==> src/rtl/adder_sequencer_if.sv <==
// Byte-operand stream between a byte source (master) and adder_sequencer (slave).
interface adder_sequencer_if;
  logic       op_valid;
  logic [7:0] op_data;
  logic       op_ready;

  modport master (output op_valid, output op_data, input op_ready);
  modport slave  (input op_valid, input op_data, output op_ready);
endinterface

==> src/rtl/adder_sequencer.sv <==
// Drives an external 8+16-bit combinational Adder to accumulate a run of byte
// operands, registering each result and flagging any unsigned wrap in the run.
module adder_sequencer #(
  parameter int COUNT_W = 8
) (
  input  logic               clk,
  input  logic               reset_n,
  input  logic               start,
  input  logic [COUNT_W-1:0] length,
  input  logic [15:0]        init_value,
  adder_sequencer_if.slave   op_if,
  output logic [7:0]         adder_operand,
  output logic [15:0]        adder_current,
  input  logic [15:0]        adder_result,
  output logic               busy,
  output logic               done,
  output logic [15:0]        sum,
  output logic               wrap,
  output logic [COUNT_W-1:0] op_count
);

  typedef enum logic [1:0] {
    IDLE  = 2'd0,
    ACCUM = 2'd1,
    DONE  = 2'd2
  } state_t;

  state_t             state_q, state_d;
  logic [15:0]        sum_q, sum_d;
  logic               wrap_q, wrap_d;
  logic [COUNT_W-1:0] op_count_q, op_count_d;
  logic [COUNT_W-1:0] remaining_q, remaining_d;
  logic               op_ready_q, op_ready_d;
  logic               busy_q, busy_d;
  logic               done_q, done_d;
  logic               handshake;

  assign handshake = op_if.op_valid & op_ready_q;

  always_comb begin
    state_d     = state_q;
    sum_d       = sum_q;
    wrap_d      = wrap_q;
    op_count_d  = op_count_q;
    remaining_d = remaining_q;
    op_ready_d  = op_ready_q;
    busy_d      = busy_q;
    done_d      = 1'b0;

    case (state_q)
      IDLE: begin
        if (start) begin
          sum_d       = init_value;
          remaining_d = length;
          op_count_d  = '0;
          wrap_d      = 1'b0;
          busy_d      = 1'b1;
          if (length != '0) begin
            state_d    = ACCUM;
            op_ready_d = 1'b1;
          end else begin
            state_d = DONE;
            done_d  = 1'b1;
          end
        end
      end

      ACCUM: begin
        if (handshake) begin
          sum_d       = adder_result;
          op_count_d  = op_count_q + COUNT_W'(1);
          remaining_d = remaining_q - COUNT_W'(1);
          // The addend is at most 0xFF, so a smaller result means the add wrapped.
          wrap_d      = wrap_q | (adder_result < sum_q);
          if (remaining_q == COUNT_W'(1)) begin
            state_d    = DONE;
            op_ready_d = 1'b0;
            done_d     = 1'b1;
          end
        end
      end

      DONE: begin
        state_d = IDLE;
        busy_d  = 1'b0;
      end

      default: begin
        state_d    = IDLE;
        op_ready_d = 1'b0;
        busy_d     = 1'b0;
      end
    endcase
  end

  always_ff @(posedge clk or negedge reset_n) begin
    if (!reset_n) begin
      state_q     <= IDLE;
      sum_q       <= '0;
      wrap_q      <= 1'b0;
      op_count_q  <= '0;
      remaining_q <= '0;
      op_ready_q  <= 1'b0;
      busy_q      <= 1'b0;
      done_q      <= 1'b0;
    end else begin
      state_q     <= state_d;
      sum_q       <= sum_d;
      wrap_q      <= wrap_d;
      op_count_q  <= op_count_d;
      remaining_q <= remaining_d;
      op_ready_q  <= op_ready_d;
      busy_q      <= busy_d;
      done_q      <= done_d;
    end
  end

  assign op_if.op_ready = op_ready_q;
  assign adder_operand  = op_if.op_data;
  assign adder_current  = sum_q;
  assign busy           = busy_q;
  assign done           = done_q;
  assign sum            = sum_q;
  assign wrap           = wrap_q;
  assign op_count       = op_count_q;

endmodule
==> src/flat_wrapper.sv <==
// flat-port wrapper written by rule: the top's interface ports become plain ports
module adder_sequencer_flat 
#(
  parameter int COUNT_W = 8
)
  (clk, reset_n, start, length, init_value, adder_operand, adder_current, adder_result, busy, done, sum, wrap, op_count, op_if_op_valid, op_if_op_data, op_if_op_ready);
  adder_sequencer_if op_if_i ();
  input  logic clk;
  input  logic reset_n;
  input  logic start;
  input  logic [COUNT_W-1:0] length;
  input  logic [15:0] init_value;
  output logic [7:0] adder_operand;
  output logic [15:0] adder_current;
  input  logic [15:0] adder_result;
  output logic busy;
  output logic done;
  output logic [15:0] sum;
  output logic wrap;
  output logic [COUNT_W-1:0] op_count;
  input wire logic [$bits(op_if_i.op_valid)-1:0] op_if_op_valid;
  input wire logic [$bits(op_if_i.op_data)-1:0] op_if_op_data;
  output wire logic [$bits(op_if_i.op_ready)-1:0] op_if_op_ready;
  assign op_if_i.op_valid = op_if_op_valid;
  assign op_if_i.op_data = op_if_op_data;
  assign op_if_op_ready = op_if_i.op_ready;
  adder_sequencer #(.COUNT_W(COUNT_W)) u_core (.clk(clk), .reset_n(reset_n), .start(start), .length(length), .init_value(init_value), .op_if(op_if_i), .adder_operand(adder_operand), .adder_current(adder_current), .adder_result(adder_result), .busy(busy), .done(done), .sum(sum), .wrap(wrap), .op_count(op_count));
endmodule
==> config.mk <==
export PLATFORM = sky130hd
export DESIGN_NAME = adder_sequencer_flat
export DESIGN_NICKNAME = d
export VERILOG_FILES = /design/src/rtl/adder_sequencer_if.sv /design/src/rtl/adder_sequencer.sv /design/src/flat_wrapper.sv
export SDC_FILE = /design/constraint.sdc
export NUM_CORES = 1
export LEC_CHECK = 0
export ABC_AREA = 1
export ABC_CLOCK_PERIOD_IN_PS = 3050
export CORE_UTILIZATION = 32
export CTS_BUF_LIST = sky130_fd_sc_hd__clkbuf_16
export DETAILED_ROUTE_END_ITERATION = 8
export PLACE_DENSITY = 0.62
export SLEW_MARGIN = 20
export SYNTH_ARGS = -nofsm -noshare
export SYNTH_HDL_FRONTEND = slang
export SYNTH_SLANG_ARGS = --single-unit
==> constraint.sdc <==
create_clock -name clk -period 3.05 [get_ports clk]
set_input_delay 0.4575 -clock clk [delete_from_list [all_inputs] [get_ports clk]]
set_output_delay 0.4575 -clock clk [all_outputs]
set_load 0.1 [all_outputs]
# [Word level (Yosys, flattened, before mapping)]
# Cells that the tools add are included.
[classes] eq_ne=7 n_lt_le_gt_ge=1 add_sub_neg=2 bitwise=4 muxes=29 reduce_logical=7
[ops] operator="two-way mux 16 bit" count=2
[ops] operator="two-way mux 8 bit" count=4
[ops] operator="case mux 16 bit (2 select lines)" count=1
[ops] operator="case mux 8 bit (2 select lines)" count=2
[ops] operator="less-than comparator 16 bit" count=1
[ops] operator="two-way mux 1 bit" count=11
[ops] operator="adder 8 x 1 -> 8 bit (second input constant)" count=1
[ops] operator="== test 8 x 1 -> 1 bit (second input constant)" count=1
[ops] operator="two-way mux 2 bit" count=4
[ops] operator="nonzero test 8 bit" count=1
[ops] operator="subtractor 8 x 1 -> 8 bit (second input constant)" count=1
[ops] operator="inequality test 2 x 1 -> 1 bit (second input constant)" count=3
[ops] operator="case mux 1 bit (2 select lines)" count=3
[ops] operator="AND reduction 3 bit" count=2
[ops] operator="AND reduction 5 bit" count=1
[ops] operator="case mux 2 bit (2 select lines)" count=1
[ops] operator="case mux 1 bit (3 select lines)" count=1
[ops] operator="== test 2 x 1 -> 1 bit (second input constant)" count=1
[ops] operator="== test 2 bit (second input constant)" count=1
[ops] operator="zero test 2 bit" count=1
[ops] operator="inequality test 2 bit (second input constant)" count=1
[ops] operator="NOT 1 bit" count=2
[ops] operator="AND reduction 2 bit" count=1
[ops] operator="nonzero test 2 bit" count=1
[ops] operator="other kinds (2)" count=2
[totals] wordCells=58 inputBits=52 ff_bits=38

# [Logic depth before layout (Yosys ltp)]
[logic_depth] ltp_word=4 depth_mapped=11 depth_no_buf=11

# [Worst setup path before layout]
# No wires, ideal clock.
[synth_timing] path_type="register -> register" startpoint="reg u_core.sum_q[9] (netlist: u_core.adder_current[9])" endpoint="reg u_core.wrap_q (netlist: u_core.wrap)" required_ps=2977 arrival_time_ps=1897 slack_ps=1079 period_less_slack_ps=1971 path_stages_with_launch=10 n_path_buf=0 path_cell_list="dfrtp_1 > inv_1 > ha_1 > nand2_1 > inv_1 > o21ai_0 > a21oi_1 > nor2_1 > nand2_1 > a21oi_2"
[synth_via] elab_chain_len=4
[synth_lines] item="from (decl)" line_no="adder_sequencer.sv:29" rtl="logic [15:0] sum_q, sum_d;"
[synth_lines] item="from (signal assigned)" line_no="adder_sequencer.sv:108" rtl="sum_q <= sum_d;"
[synth_lines] item="less-than comparator 16 bit" line_no="adder_sequencer.sv:74" rtl="wrap_d = wrap_q | (adder_result < sum_q);"
[synth_lines] item="OR 1 bit" line_no="adder_sequencer.sv:74"
[synth_lines] item="two-way mux 1 bit" line_no="adder_sequencer.sv:69" rtl="if (handshake) begin"
[synth_lines] item="case mux 1 bit (2 select lines)" line_no="adder_sequencer.sv:50" rtl="case (state_q)"
[synth_lines] item="to (signal assigned)" line_no="adder_sequencer.sv:109" rtl="wrap_q <= wrap_d;"
[synth_lines] item="to (decl)" line_no="adder_sequencer.sv:30" rtl="logic wrap_q, wrap_d;"
# Every way passes these cells. The select of a mux whose other input is x is not followed.
# A chain may end at the register's enable or synchronous reset.

# [Worst setup path after layout]
[layout_timing] startpoint="in op_if_op_valid" endpoint="reg u_core.op_count_q[4] (netlist: u_core.op_count[4])"
[layout_via] elab_chain_len=3
[layout_lines] item="from (decl)" line_no="flat_wrapper.sv:21" rtl="input wire logic [$bits(op_if_i.op_valid)-1:0] op_if_op_valid;"
[layout_lines] item="AND 1 bit" line_no="adder_sequencer.sv:38" rtl="assign handshake = op_if.op_valid & op_ready_q;"
[layout_lines] item="inequality test 2 x 1 -> 1 bit (no source line)"
[layout_lines] item="AND reduction 3 bit (no source line)"
[layout_lines] item="to (signal assigned)" line_no="adder_sequencer.sv:110" rtl="op_count_q <= op_count_d;"
[layout_lines] item="to (decl)" line_no="adder_sequencer.sv:31" rtl="logic [COUNT_W-1:0] op_count_q, op_count_d;"
# Every way passes these cells.

==> summary.md <==
| Metric | Value |
|---|---|
| Status | `finished, final reports clean` |
| Fraction of registers with async set/reset | `between 90% and 100%` |
| Arr. time, crit path | `around 2.1 ns` |
| Gr usage total | `~16%` |
| Post-DP HPWL | `between 4000 and 5000 µm` |
| CORE AREA | `about 0.0077 mm²` |
| Initial antenna violation count | `0` |
| Synth area leader | `dfrtp_1` |
| Placer Congestion | `0.790` |
| Die height | `slightly above 90 µm` |
| RSZ-0062 raised after global routing | `no` |
| Fin. max-slew vios | `0` |
| Bufs on Longest Clock Path | `2` |
| WL met2 | `around 2800 µm` |
| Global-route wire length before repair | `~11000 µm` |
| Num ports | `between 100 and 150` |
| Synthesized Nets | `about 400` |
| Growth of design area from synthesis to finish | `31.1%` |
| Cell variety after synth | `28` |
| CTS sink cnt | `38` |
| Slew Limit Headroom | `a little over two fifths` |
| CP Capture Type | `register` |
| Post-synth top flop | `dfrtp_1` |
| # DRC | `0` |
| Highest routed metal layer | `met4` |
| Post-synth top area share | `37.7%` |
| CTS Hold Bufs | `0` |
| Pin count of the biggest net entering global routing | `52` |
| Total gr overflow | `0` |
| # resized after CTS | `0` |
| Startpoint types | `primary input` |
| Crit-path most repeated cell | `nand2_1` |
| Mapped Area | `0.00252 mm²` |
| Routed WL | `about 6100 µm` |
| Antenna Diode Count | `0` |
| TNS Setup | `0 ns` |
| Vias/cell | `about 4.7` |
| Post-Syn Area per Cell | `~7.5 µm²` |
| Layout cells sized above 1 | `15.4%` |
| Clk pin slew, worst setup/hold paths | `around 0.06 ns` |
| H-tree Lvls | `2` |
| WL met3 | `about 420 µm` |
| Cells after Synth | `337` |
| # port buffers | `between 80 and 90` |
| Initial Util | `between 30% and 40%` |
| Slowest stage delay, CP | `between 0.4 and 0.5 ns` |
| Ys Warns | `0` |
| 1st-pass router iterations | `5` |
| CP Max Fanout | `51` |
| Fin crit share | `a little over three fifths` |
| Antenna viol nets, final | `0` |
| Die width | `90.8 µm` |
| Initial DRC Count | `74` |
| Setup Buffers After CTS | `0` |
| Vias post-DR | `between 2000 and 2500` |
| Fillcell total | `802` |
| Worst hold path type | `primary input to async pin` |
| Crit path cell chain | `clkdlybuf4s50_1, nand2_1, inv_1, nand2_2, nand2_4, nand2_1, nor2_1, nand2_1, o21ai_0, a21oi_1` |
| Fmax | `roughly 0.52 GHz` |
| Reg2Reg Launch Point | `u_core.state_q[1]$_DFFE_PN0P_` |
| CP required | `about 3.2 ns` |
| Worst r2r path cells | `8` |
| M1 WL | `about 2900 µm` |
| Die area | `0.00825 mm²` |
| Skew final | `around 0.0057 ns` |
| Total CTS buffers | `5` |
| Hold Vio Cnt, Final | `0` |
| Root buffer cell | `clkbuf_16` |
| WS Path Type | `primary input to register` |
| Register area share after synthesis | `between 30% and 40%` |
| Clock tree from TritonCTS | `done` |
| Dominant cells by area after synthesis | `dfrtp_1 38%, nand2_1 13%, ha_1 8.9%` |
| WL/cell | `between 10 and 15 µm` |
| Setup violations, final | `0` |
| Max-cap viol count | `0` |
| Final critical-path required period | `~1.9 ns` |
| # rows | `32` |
| Worst r2r dst | `u_core.op_count[4]$_DFFE_PN0P_` |
| Nets | `468` |
| Reg2Reg Setup Slack | `roughly 1.2 ns` |
| Clock Latency Late Sink | `0.28 ns` |
| Vias in the first global route | `around 2300` |
| Worst slew pin tran | `0.861 ns` |
| Worst path slowest cell | `clkdlybuf4s50_1` |
| Number of flops mapped to enable cells by yosys | `0` |
| Flops & latches, synth | `38` |
worst max-delay path, delay by kind of cell:
| family | cells | cell delay (ns) |
|---|---|---|
| simple gates | 6 | 0.88 |
| buf+inv | 2 | 0.55 |
| compound gates | 2 | 0.19 |
layout by cell type (no fill, tap or decap), types with 4 or more instances in the layout:
master / count
inv_1: 40
clkdlybuf4s50_1: 42
a31oi_1: 16
o21ai_0: 19
dfrtp_1: 38
nand2_1: 87
a21oi_1: 16
nor3_1: 6
nand4_1: 4
nor2_1: 35
clkbuf_16: 5
nand3_1: 6
buf_4: 45
ha_1: 18
worst max-delay path by stage:
stage | to | slack [ns] | cells after the start | startpoint
2_1_floorplan | u_core.wrap$_DFFE_PN0P_ | 1.08 | 9 | u_core.adder_current[9]$_DFFE_PN0P_
3_3_place_gp | u_core.op_count[5]$_DFFE_PN0P_ | 0.86 | 10 | op_if_op_valid
3_5_place_dp | u_core.op_count[4]$_DFFE_PN0P_ | 0.81 | 10 | op_if_op_valid
4_1_cts | u_core.op_count[5]$_DFFE_PN0P_ | 1.10 | 10 | op_if_op_valid
5_1_grt | u_core.op_count[4]$_DFFE_PN0P_ | 0.84 | 10 | op_if_op_valid
6_report | u_core.op_count[4]$_DFFE_PN0P_ | 1.12 | 10 | op_if_op_valid
logic make-up (layout without fill, tap and decap cells):
kind of cell,count (synthesis),in the layout,synth area share (%)
AND/OR/NAND/NOR,143,143,23.2
buffers and inverters,76,136,15.5
AO/OA/AOI/OAI,59,59,13.6
flip-flops,38,38,37.7
adder cells (fa/ha/maj),18,18,8.92
XOR/XNOR,2,2,0.694
multiplexers,1,1,0.397
synthesized netlist by cell type, drive strengths merged, types with 3 or more instances:
master / count
nand2: 90
inv: 42
dfrtp: 38
nor2: 36
buf: 32
o21ai: 20
ha: 18
a21oi: 17
a31oi: 16
nand3: 6
nor3: 6
nand4: 4
o211ai: 3
flip-flops by register name, summed over array words and instances (netlist names):
name,flops
u_core.op_if.op_ready,1
u_core.state_q,2
u_core.busy,1
u_core.adder_current,16
u_core.wrap,1
u_core.op_count,8
u_core.remaining_q,8
u_core.done,1
cell type report:
class | count | area (µm²) | area share [%]
clock buffers | 5 | 125 | 3.78
clock inverters | 1 | 3.75 | 0.113
inverters | 42 | 158 | 4.76
multi-input cells | 223 | 1180 | 35.7
flip-flops and latches | 38 | 951 | 28.7
well taps | 102 | 128 | 3.86
repair buffers | 88 | 763 | 23.1
layer usage:
layer  vias to the layer above  global-route usage, %
li1                       1189                      -
met1                      1067                   20.6
met2                        80                   25.6
met3                         2                   4.38
met4                         0                   2.78
met5                         -                      0
through the flow:
step	hold slack [ns]	utilization, %	std cells	setup WS (ns)	area (µm²)
detailed placement	0.477	41.4	493	0.809	3180
CTS	0.348	43.1	499	1.10	3310
finish	0.288	43.1	499	1.12	3310
floorplan	0.162	-	337	1.08	2520
global placement	0.485	41.4	493	0.862	3180
global route	0.377	43.1	499	0.844	3310
Power is not shown: default switching activity piles up to over one toggle a cycle in this logic, so the estimate is an artifact.
